File: config.mk
export PLATFORM = sky130hd
export DESIGN_NAME = shift_add_mult_ctrl
export DESIGN_NICKNAME = d
export VERILOG_FILES = /design/src/rtl/shift_add_mult_ctrl.sv
export SDC_FILE = /design/constraint.sdc
export NUM_CORES = 1
export LEC_CHECK = 0
export BUFFER_PORTS_ARGS = -buffer_cell sky130_fd_sc_hd__buf_2
export CAP_MARGIN = 15
export CELL_PAD_IN_SITES_DETAIL_PLACEMENT = 1
export CELL_PAD_IN_SITES_GLOBAL_PLACEMENT = 2
export CORE_UTILIZATION = 33
export CTS_BUF_LIST = sky130_fd_sc_hd__clkbuf_4 sky130_fd_sc_hd__clkbuf_8
export DETAILED_ROUTE_END_ITERATION = 10
export PLACE_DENSITY = 0.9
export SLEW_MARGIN = 10
export SYNTH_ARGS = -nofsm -noshare
export SYNTH_HDL_FRONTEND = slang
export SYNTH_SLANG_ARGS = --single-unit
File: constraint.sdc
create_clock -name clk -period 1.7 [get_ports clk]
set_input_delay 0.17 -clock clk [delete_from_list [all_inputs] [get_ports clk]]
set_output_delay 0.17 -clock clk [all_outputs]
set_load 0.01 [all_outputs]
File: src/rtl/shift_add_mult_ctrl.sv
// Sequential shift-and-add unsigned multiplier controller. Drives an external
// WIDTH-bit combinational adder and accumulates its result over WIDTH iterations.
module shift_add_mult_ctrl #(
  parameter int WIDTH = 4
) (
  input  logic               clk,
  input  logic               rst_n,
  input  logic               start,
  input  logic [WIDTH-1:0]   mcand,
  input  logic [WIDTH-1:0]   mplier,
  output logic               busy,
  output logic               done,
  output logic [2*WIDTH-1:0] product,
  output logic [WIDTH-1:0]   add_a,
  output logic [WIDTH-1:0]   add_b,
  output logic               add_cin,
  input  logic [WIDTH-1:0]   add_s,
  input  logic               add_cout,
  output logic [1:0]         dbg_state
);

  localparam int CW = $clog2(WIDTH) + 1;

  typedef enum logic [1:0] {
    IDLE  = 2'd0,
    ADD   = 2'd1,
    SHIFT = 2'd2,
    DONE  = 2'd3
  } state_t;

  state_t               state;
  logic [WIDTH-1:0]     m_reg;
  logic [WIDTH-1:0]     q_reg;
  logic [WIDTH-1:0]     a_reg;
  logic                 c_reg;
  logic [CW-1:0]        cnt;
  logic [2*WIDTH-1:0]   product_reg;

  // Handshake: start is sampled only in IDLE; once accepted, busy stays high
  // until the DONE cycle, where done pulses for one cycle and product is valid.
  // Further starts while busy are dropped, not queued.
  always_ff @(posedge clk or negedge rst_n) begin
    if (!rst_n) begin
      state       <= IDLE;
      m_reg       <= '0;
      q_reg       <= '0;
      a_reg       <= '0;
      c_reg       <= 1'b0;
      cnt         <= '0;
      product_reg <= '0;
    end else begin
      case (state)
        IDLE: begin
          if (start) begin
            m_reg <= mcand;
            q_reg <= mplier;
            a_reg <= '0;
            c_reg <= 1'b0;
            cnt   <= CW'(WIDTH);
            state <= ADD;
          end
        end
        ADD: begin
          // With Q[0]=0 the adder sees b=0, so A reloads unchanged and C clears.
          a_reg <= add_s;
          c_reg <= add_cout;
          state <= SHIFT;
        end
        SHIFT: begin
          a_reg <= {c_reg, a_reg[WIDTH-1:1]};
          q_reg <= {a_reg[0], q_reg[WIDTH-1:1]};
          c_reg <= 1'b0;
          cnt   <= cnt - CW'(1);
          if (cnt == CW'(1)) begin
            product_reg <= {c_reg, a_reg, q_reg[WIDTH-1:1]};
            state       <= DONE;
          end else begin
            state <= ADD;
          end
        end
        DONE: begin
          state <= IDLE;
        end
        default: begin
          state <= IDLE;
        end
      endcase
    end
  end

  assign busy      = (state != IDLE);
  assign done      = (state == DONE);
  assign product   = product_reg;
  assign add_a     = a_reg;
  assign add_b     = ((state == ADD) && q_reg[0]) ? m_reg : '0;
  assign add_cin   = 1'b0;
  assign dbg_state = state;

endmodule

==> out/qor.yml, run 1 <==
run_status: "completed"
synth-seq-area-share_pct: 50.9
mostFrequentLayoutCells: "buf_2, dfrtp_1, mux2_2, nand2_1, o21ai_0"
tritoncts.num_buffers: 3
area_of_all_placed_cells_without_fillers_um2: 1570
gr-usage-met1_pct: 20.2
synth_compound_gate_area_share_pct: 11.8
worst_reg_to_reg_cells: 5
synth-edff-count: 0
worst-path-max-fanout: 6
largest_register_ffs: 8
syn2layout_area_growth_pct: 23.1
critical-path-top-cell-by-count: "inv_1"
number_of_maximum_capacitance_constraint_violations: 0
post_route_cells_drive_above_1_share_pct: 42.7
fp.dieArea_um2: 4120
placer_congestion: 0.747
grt_util_met2_pct: 28.7
setup_violations: 0
dr.first_iter.drc_count: 26
async_flop_share_pct: 100
ys_types: 28
globalRouteTotalUtil_pct: 16.2
synthCells: 111
worst_hold_path.num_cells: 2
die_x_um: 64.2
worst_setup_path_end_kind: "output port"
fmax_mhz: 620
globalRoute.busiestLayer: "met2"
rsz_0062_raised_after_global_routing: "false"
finalHoldViolCount: 0
clkSlewWorstSetupHoldPaths_ns: 0.08
worst_skew_pair.late_latency_ns: 0.27
maximum_number_of_pins_on_one_net_before_global_route_repair: 27
criticalPathCategory: "flop to output port"
floorplan.initialDensity_pct: 34.6
nFillCells: 439
synthSimpleGateAreaFrac_pct: 13.0
path_buf_inv: 4
core_region_area_um2: 3690
combinational_family_with_the_most_area_after_synthesis: "simple AND/OR/NAND/NOR gates"
route.vias.total: 985
cts_post_setup_buffers_inserted: 0
startpoint_type: "flop"
tightest_slew_ns: 0.586
fp.dieH_um: 64.2
viasPerCell: 4.97
synth_xor_xnor_area_share_pct: 0
ctsLongestPathBuffers: 2
n_antenna_cell: 0
cts.root.buffer_cell: "clkbuf_8"
global_route_wire_length_before_repair_mm: 5.09
clock-sinks: 26
timing.final.crit_share_pct: 94.9
hold_slack_ns: 0.131
num_rows: 22
most_common_library_cell_in_the_layout_ignoring_fill_and_taps: "buf_2"
worst_path_largest_cell_delay_ns: 0.39
synthMuxAreaShare_pct: 12.4
final_nets: 175
drt-wirelength-per-cell_um: 15.0
mappedNetlistNets: 134
synth.yosys.warnings: 0
hold_path_class: "input pin to flop"
worstPathArrival_ns: 1.44
syn_area_per_cell_um2: 11.5
worst_ep_required_time_ns: 1.53
drt-pass1-iter-count: 4
cp_cell_sequence: "inv_1 -> ha_2 -> buf_4 -> inv_1 -> buf_2"
h-tree-depth: 1
p_leak_nw: 0.780
clock_skew_ns: 0.00205
grt_use_met3_pct: 1.79
timing.final.crit_period_ns: 1.61
via_count_of_the_first_global_routing_pass: 1032
critPathSlowestCell: "dfrtp_1"
critical_path.top_delay_family: "buffers and inverters"
route.detailed.drc: 0
powerDensity_nw_per_um2: 1830
globalRouteOverflowTotal: 0
drtAntennaViolNets: 0
maxSlewHeadroom_pct: 61.0
numPortBuffers: 35
cts_tree: "built"
yosys.area_share.adder_pct: 6.86
syn_area_um2: 1280
final_max_slew_viol_count: 0
ir_drop_v: 0.000687
tns_ns: 0
antenna_found_initial: 0
synth.ff_latch_count: 26
place_area_um2: 1510
setup.reg_to_reg.worst_slack_ns: 0.13
detailed_place_hpwl_mm: 2.27
cp.depth: 5
drt-total-wl_mm: 2.97
floorplan.io_pins: 37
postSynth.topFlopCell: "dfrtp_1"
layer usage:
| metal | share of wire [%] | wire, um |
|---|---|---|
| met1 | 43 | 1270 |
| met2 | 53 | 1560 |
| met3 | 3.0 | 89 |
| met4 | 1.6 | 46 |
| met5 | 0 | 0 |
metrics by stage:
step,power [W],setup slack [ns],instances,utilization (%)
2_1_floorplan,0.00200,0.103,111,-
3_3_place_gp,0.00243,0.137,194,41.0
3_5_place_dp,0.00253,0.00385,194,41.0
4_1_cts,0.00289,0.0143,198,42.5
5_1_grt,0.00312,0.000468,198,42.6
6_report,0.00288,0.0875,198,42.6
cell usage after synthesis, types with 2 or more instances:
cell type / n / area [um2]
ha_1: 7 / 87.6
nand2b_1: 3 / 18.8
o21ai_0: 7 / 35.0
a221o_1: 4 / 40.0
clkbuf_1: 2 / 7.51
a21oi_1: 6 / 30.0
and3_1: 4 / 25.0
dfrtp_1: 26 / 651
mux2_2: 12 / 135
nand2_1: 10 / 37.5
buf_6: 2 / 22.5
nand3_1: 4 / 20.0
a22oi_1: 4 / 30.0
inv_1: 6 / 22.5
where the power goes:
group | switching (W) | internal, W | total (W)
clock network | 0.000187 | 0.000159 | 0.000346
logic | 0.000769 | 0.000685 | 0.00145
registers | 0.000184 | 0.000900 | 0.00108
total | 0.00114 | 0.00174 | 0.00288
what timing repair did:
action	in CTS	in global routing
hold buffers	1	0
setup endpoints to repair	1	12
endpoints found under the hold margin	26	0
gates resized for setup	1	2
worst paths after layout:
kind | start | end
setup / recovery | dbg_state[0] | busy
setup reg to reg | dbg_state[1] | q_reg[1]
hold / removal | mcand[1] | m_reg[1]
max in group asynchronous | rst_n | product[2]
hold reg to reg | cnt[1] | cnt[1]
min in group asynchronous | rst_n | cnt[2]
logic make-up after synthesis:
kind of cell / Yosys count
flip-flops: 26
multiplexers: 14
other: 1
buffers and inverters: 11
adder cells (fa/ha/maj): 7
AND/OR/NAND/NOR: 29
AO/OA/AOI/OAI: 23
layout make-up:
cell class	instances	area, um2	area share, %
Tap cell	48	60.1	3.82
Timing Repair Buffer	41	223	14.2
Sequential cell	26	651	41.4
Inverter	6	22.5	1.43
Clock buffer	3	41.3	2.63
Multi-Input combinational cell	74	576	36.6
(Power assumes the default switching activity.)
==> inputs of run 2 (changes only) <==
Settings changed: ABC_AREA from default to 1, CORE_UTILIZATION 33 to 30, PLACE_DENSITY 0.9 to 0.91, TNS_END_PERCENT from default to 5.
==> run 2 against run 1 <==
Net effect: synthesized area rose by 0.88%; highest routed layer unchanged; die area is 11% higher; combinational power fell by 3%; final area down 0.48%; sequential share of layout area is 0.28 points higher; global-route usage decreased by 2.3 points; synthesized cell count is 41% higher; fmax is 3.1% higher.
==> out/qor.yml, run 2 <==
sw_frac_of_total_pct: 43.4  # +3.9 points
core_region_area_um2: 4060  # +10%
tritoncts.num_buffers: 3  # unchanged
cp.depth: 5  # unchanged
tightest_slew_ns: 0.586  # +0.000617 ns
post-place-cells: 239  # +23%
post-synth-top-count-cell: "nand2_1"
number_of_maximum_capacitance_constraint_violations: 0  # unchanged
worstSetupStartpoint: "dbg_state[1]"
p_leak_nw: 0.866  # +11%
startpoint_type: "flop"
clockPowerShare_pct: 13.7  # +1.7 points
most_common_library_cell_in_the_layout_ignoring_fill_and_taps: "nand2_1"
route.vias.total: 1085  # +10%
worst_skew_pair.late_latency_ns: 0.27  # about the same
clock-sinks: 26  # unchanged
synthCells: 157  # +41%
sequentialPowerShare_pct: 37.7  # about the same
syn_area_um2: 1290  # +0.88%
floorplan.initialDensity_pct: 31.8  # -2.9 points
fp.dieArea_um2: 4560  # +11%
worstPathArrival_ns: 1.39  # -0.05 ns
synth-edff-count: 0  # unchanged
global_route_wire_length_before_repair_mm: 4.71  # -7.3%
critPathSlowestCell: "dfrtp_2"
hold_path_class: "input pin to flop"
setup.reg_to_reg.worst_slack_ns: 0.21  # +0.08 ns
drt-pass1-iter-count: 4  # unchanged
critical_path.top_delay_family: "flip-flops"
multi_input_area_um2: 524  # -8.9%
cts_tree: "built"
maximum_number_of_pins_on_one_net_before_global_route_repair: 27  # unchanged
synth_top_cells_by_area: "dfrtp_1, nand2_1, ha_1"
timing.rr.start: "dbg_state[0]"
ctsLongestPathBuffers: 2  # unchanged
timing.final.crit_share_pct: 92.0  # -2.9 points
worst_ep_required_time_ns: 1.53  # about the same
syn2layout_area_growth_pct: 21.5
die_x_um: 67.5  # +5.2%
antenna_found_initial: 0  # unchanged
worst_reg_to_reg_cells: 8  # +3
ys_top_cells_by_count: "nand2_1, dfrtp_1, inv_1"
worst-path-max-fanout: 7  # +1
ir_drop_v: 0.000608  # -12%
worst_setup_path_end_kind: "output port"
power.switching_w: 0.00125  # +9.4%
post_layout_nonfiller_instances: 244  # +23%
globalRouteOverflowTotal: 0  # unchanged
synth-seq-area-share_pct: 50.5  # -0.45 points
cts_post_setup_buffers_inserted: 0  # unchanged
share_comb_of_total_power_pct: 48.7  # -1.7 points
h-tree-depth: 1  # unchanged
power.internal_w: 0.00163  # -6.8%
rsz_0062_raised_after_global_routing: "false"
fp.dieH_um: 67.5  # +5.2%
finalHoldViolCount: 0  # unchanged
drt-total-wl_mm: 2.85  # -4.1%
placer_congestion: 0.740  # -0.86%
clkSlewWorstSetupHoldPaths_ns: 0.08  # about the same
async_flop_share_pct: 100  # unchanged
tns_ns: 0  # unchanged
route.detailed.drc: 0  # unchanged
dr.first_iter.drc_count: 43  # +65%
crit_end: "add_b[2]"
final-seq-area_um2: 652  # +0.19%
path_buf_inv: 2  # -2
postSynth.topFlopCell: "dfrtp_1"
worst_path_largest_cell_delay_ns: 0.45  # +0.06 ns
utilization_pct: 38.6  # -4.1 points
drt-wirelength-per-cell_um: 11.7  # -22%
cts.root.buffer_cell: "clkbuf_8"
crit-reg2reg-capture: "q_reg[2]"
synth.yosys.warnings: 0  # unchanged
post_route_cells_drive_above_1_share_pct: 24.7  # -18 points
post-synth-top-area-fraction_pct: 50.5  # -0.45 points
run_status: "completed"
ys_types: 16  # -43%
fmax_mhz: 640  # +3.1%
final_max_slew_viol_count: 0  # unchanged
cp_cell_sequence: "inv_1 -> ha_2 -> nand2_1 -> nor2_1 -> buf_2"
via_count_of_the_first_global_routing_pass: 1070  # +3.7%
criticalPathCategory: "flop to output port"
syn_area_per_cell_um2: 8.21  # -29%
n_antenna_cell: 0  # unchanged
largest_register_ffs: 8  # unchanged
nFillCells: 524  # +19%
synth_top_area_cell: "dfrtp_1"
timing.final.crit_period_ns: 1.56  # -0.0491 ns
clock_skew_ns: 0.00491  # +0.00286 ns
powerDensity_nw_per_um2: 1830  # about the same
mostFrequentLayoutCells: "nand2_1, buf_2, dfrtp_1, inv_1, o21ai_0"
drtAntennaViolNets: 0  # unchanged
mappedNetlistNets: 180  # +34%
floorplan.io_pins: 37  # unchanged
worst_hold_path.num_cells: 3  # +1
viasPerCell: 4.45  # -11%
detailed_place_hpwl_mm: 2.20  # -3.1%
numPortBuffers: 35  # unchanged
setup_violations: 0  # unchanged
num_rows: 23  # +4.5%
final_nets: 218  # +25%
synth.ff_latch_count: 26  # unchanged
globalRouteTotalUtil_pct: 13.9  # -2.3 points
maxSlewHeadroom_pct: 60.9  # about the same
==> run 2: logic make-up after synthesis <==
family	Yosys count	synth area share [%]
buf+inv	25	9.03
fa+ha+maj	7	6.80
compound gates	24	9.61
simple gates	74	23.8
other cells	1	0.291
flops	26	50.5
==> run 2: worst min-delay path by stage <==
| stage | slack, ns | to | startpoint |
|---|---|---|---|
| detailed placement | 0.21 | q_reg[2] | rst_n |
| global route | 0.15 | m_reg[2] | mcand[2] |
| CTS | 0.13 | c_reg | add_cout |
| global placement | 0.21 | q_reg[1] | rst_n |
| floorplan | -0.13 | add_a[0] | rst_n |
| finish | 0.14 | c_reg | add_cout |
==> run 2: timing repair <==
action / 4_1_cts / 5_1_grt
hold buffers: 1 / 0
resized for setup: 0 / 2
endpoints found under the hold margin: 26 / 0
endpoints found under the setup margin: 0 / 4
==> run 2: tightest hold or removal path, stage by stage <==
cell	delay [ns]
buf_2	0.08
nand3_1	0.07
nand2_1	0.06
==> run 2: final cells by class <==
type	count	area share [%]
inverter	21	5.04
sequential	26	41.6
timing repair buffer	37	12.3
tap	50	4.00
multi-input combinational	106	33.5
clock buffer	4	3.52
==> run 2: routing by layer <==
metal | vias to the layer above | part of all wire (%) | GRT usage, %
li1 | 560 | - | -
met1 | 505 | 49 | 17.9
met2 | 18 | 46 | 23.0
met3 | 2 | 4.0 | 2.20
met4 | 0 | 0.70 | 5.59
met5 | - | 0 | 0
==> run 2: per-stage QoR <==
step / setup slack (ns) / cell area [um2] / power, W / hold slack, ns
6_report: 0.137 / 1570 / 0.00287 / 0.140
5_1_grt: 0.00384 / 1570 / 0.00316 / 0.153
4_1_cts: 0.00106 / 1560 / 0.00293 / 0.129
3_5_place_dp: 0.218 / 1500 / 0.00251 / 0.214
3_3_place_gp: 0.247 / 1500 / 0.00248 / 0.209
2_1_floorplan: 0.336 / 1290 / 0.00206 / -0.126
==> run 2: power groups by stage <==
stage	clock network [W]	registers, W	logic [W]
after CTS	0.000412	0.00109	0.00143
after global placement	0	0.00109	0.00140
after global routing	0.000430	0.00112	0.00161
final	0.000393	0.00108	0.00140
after detailed placement	0	0.00110	0.00141
after floorplan	0	0.00115	0.000911
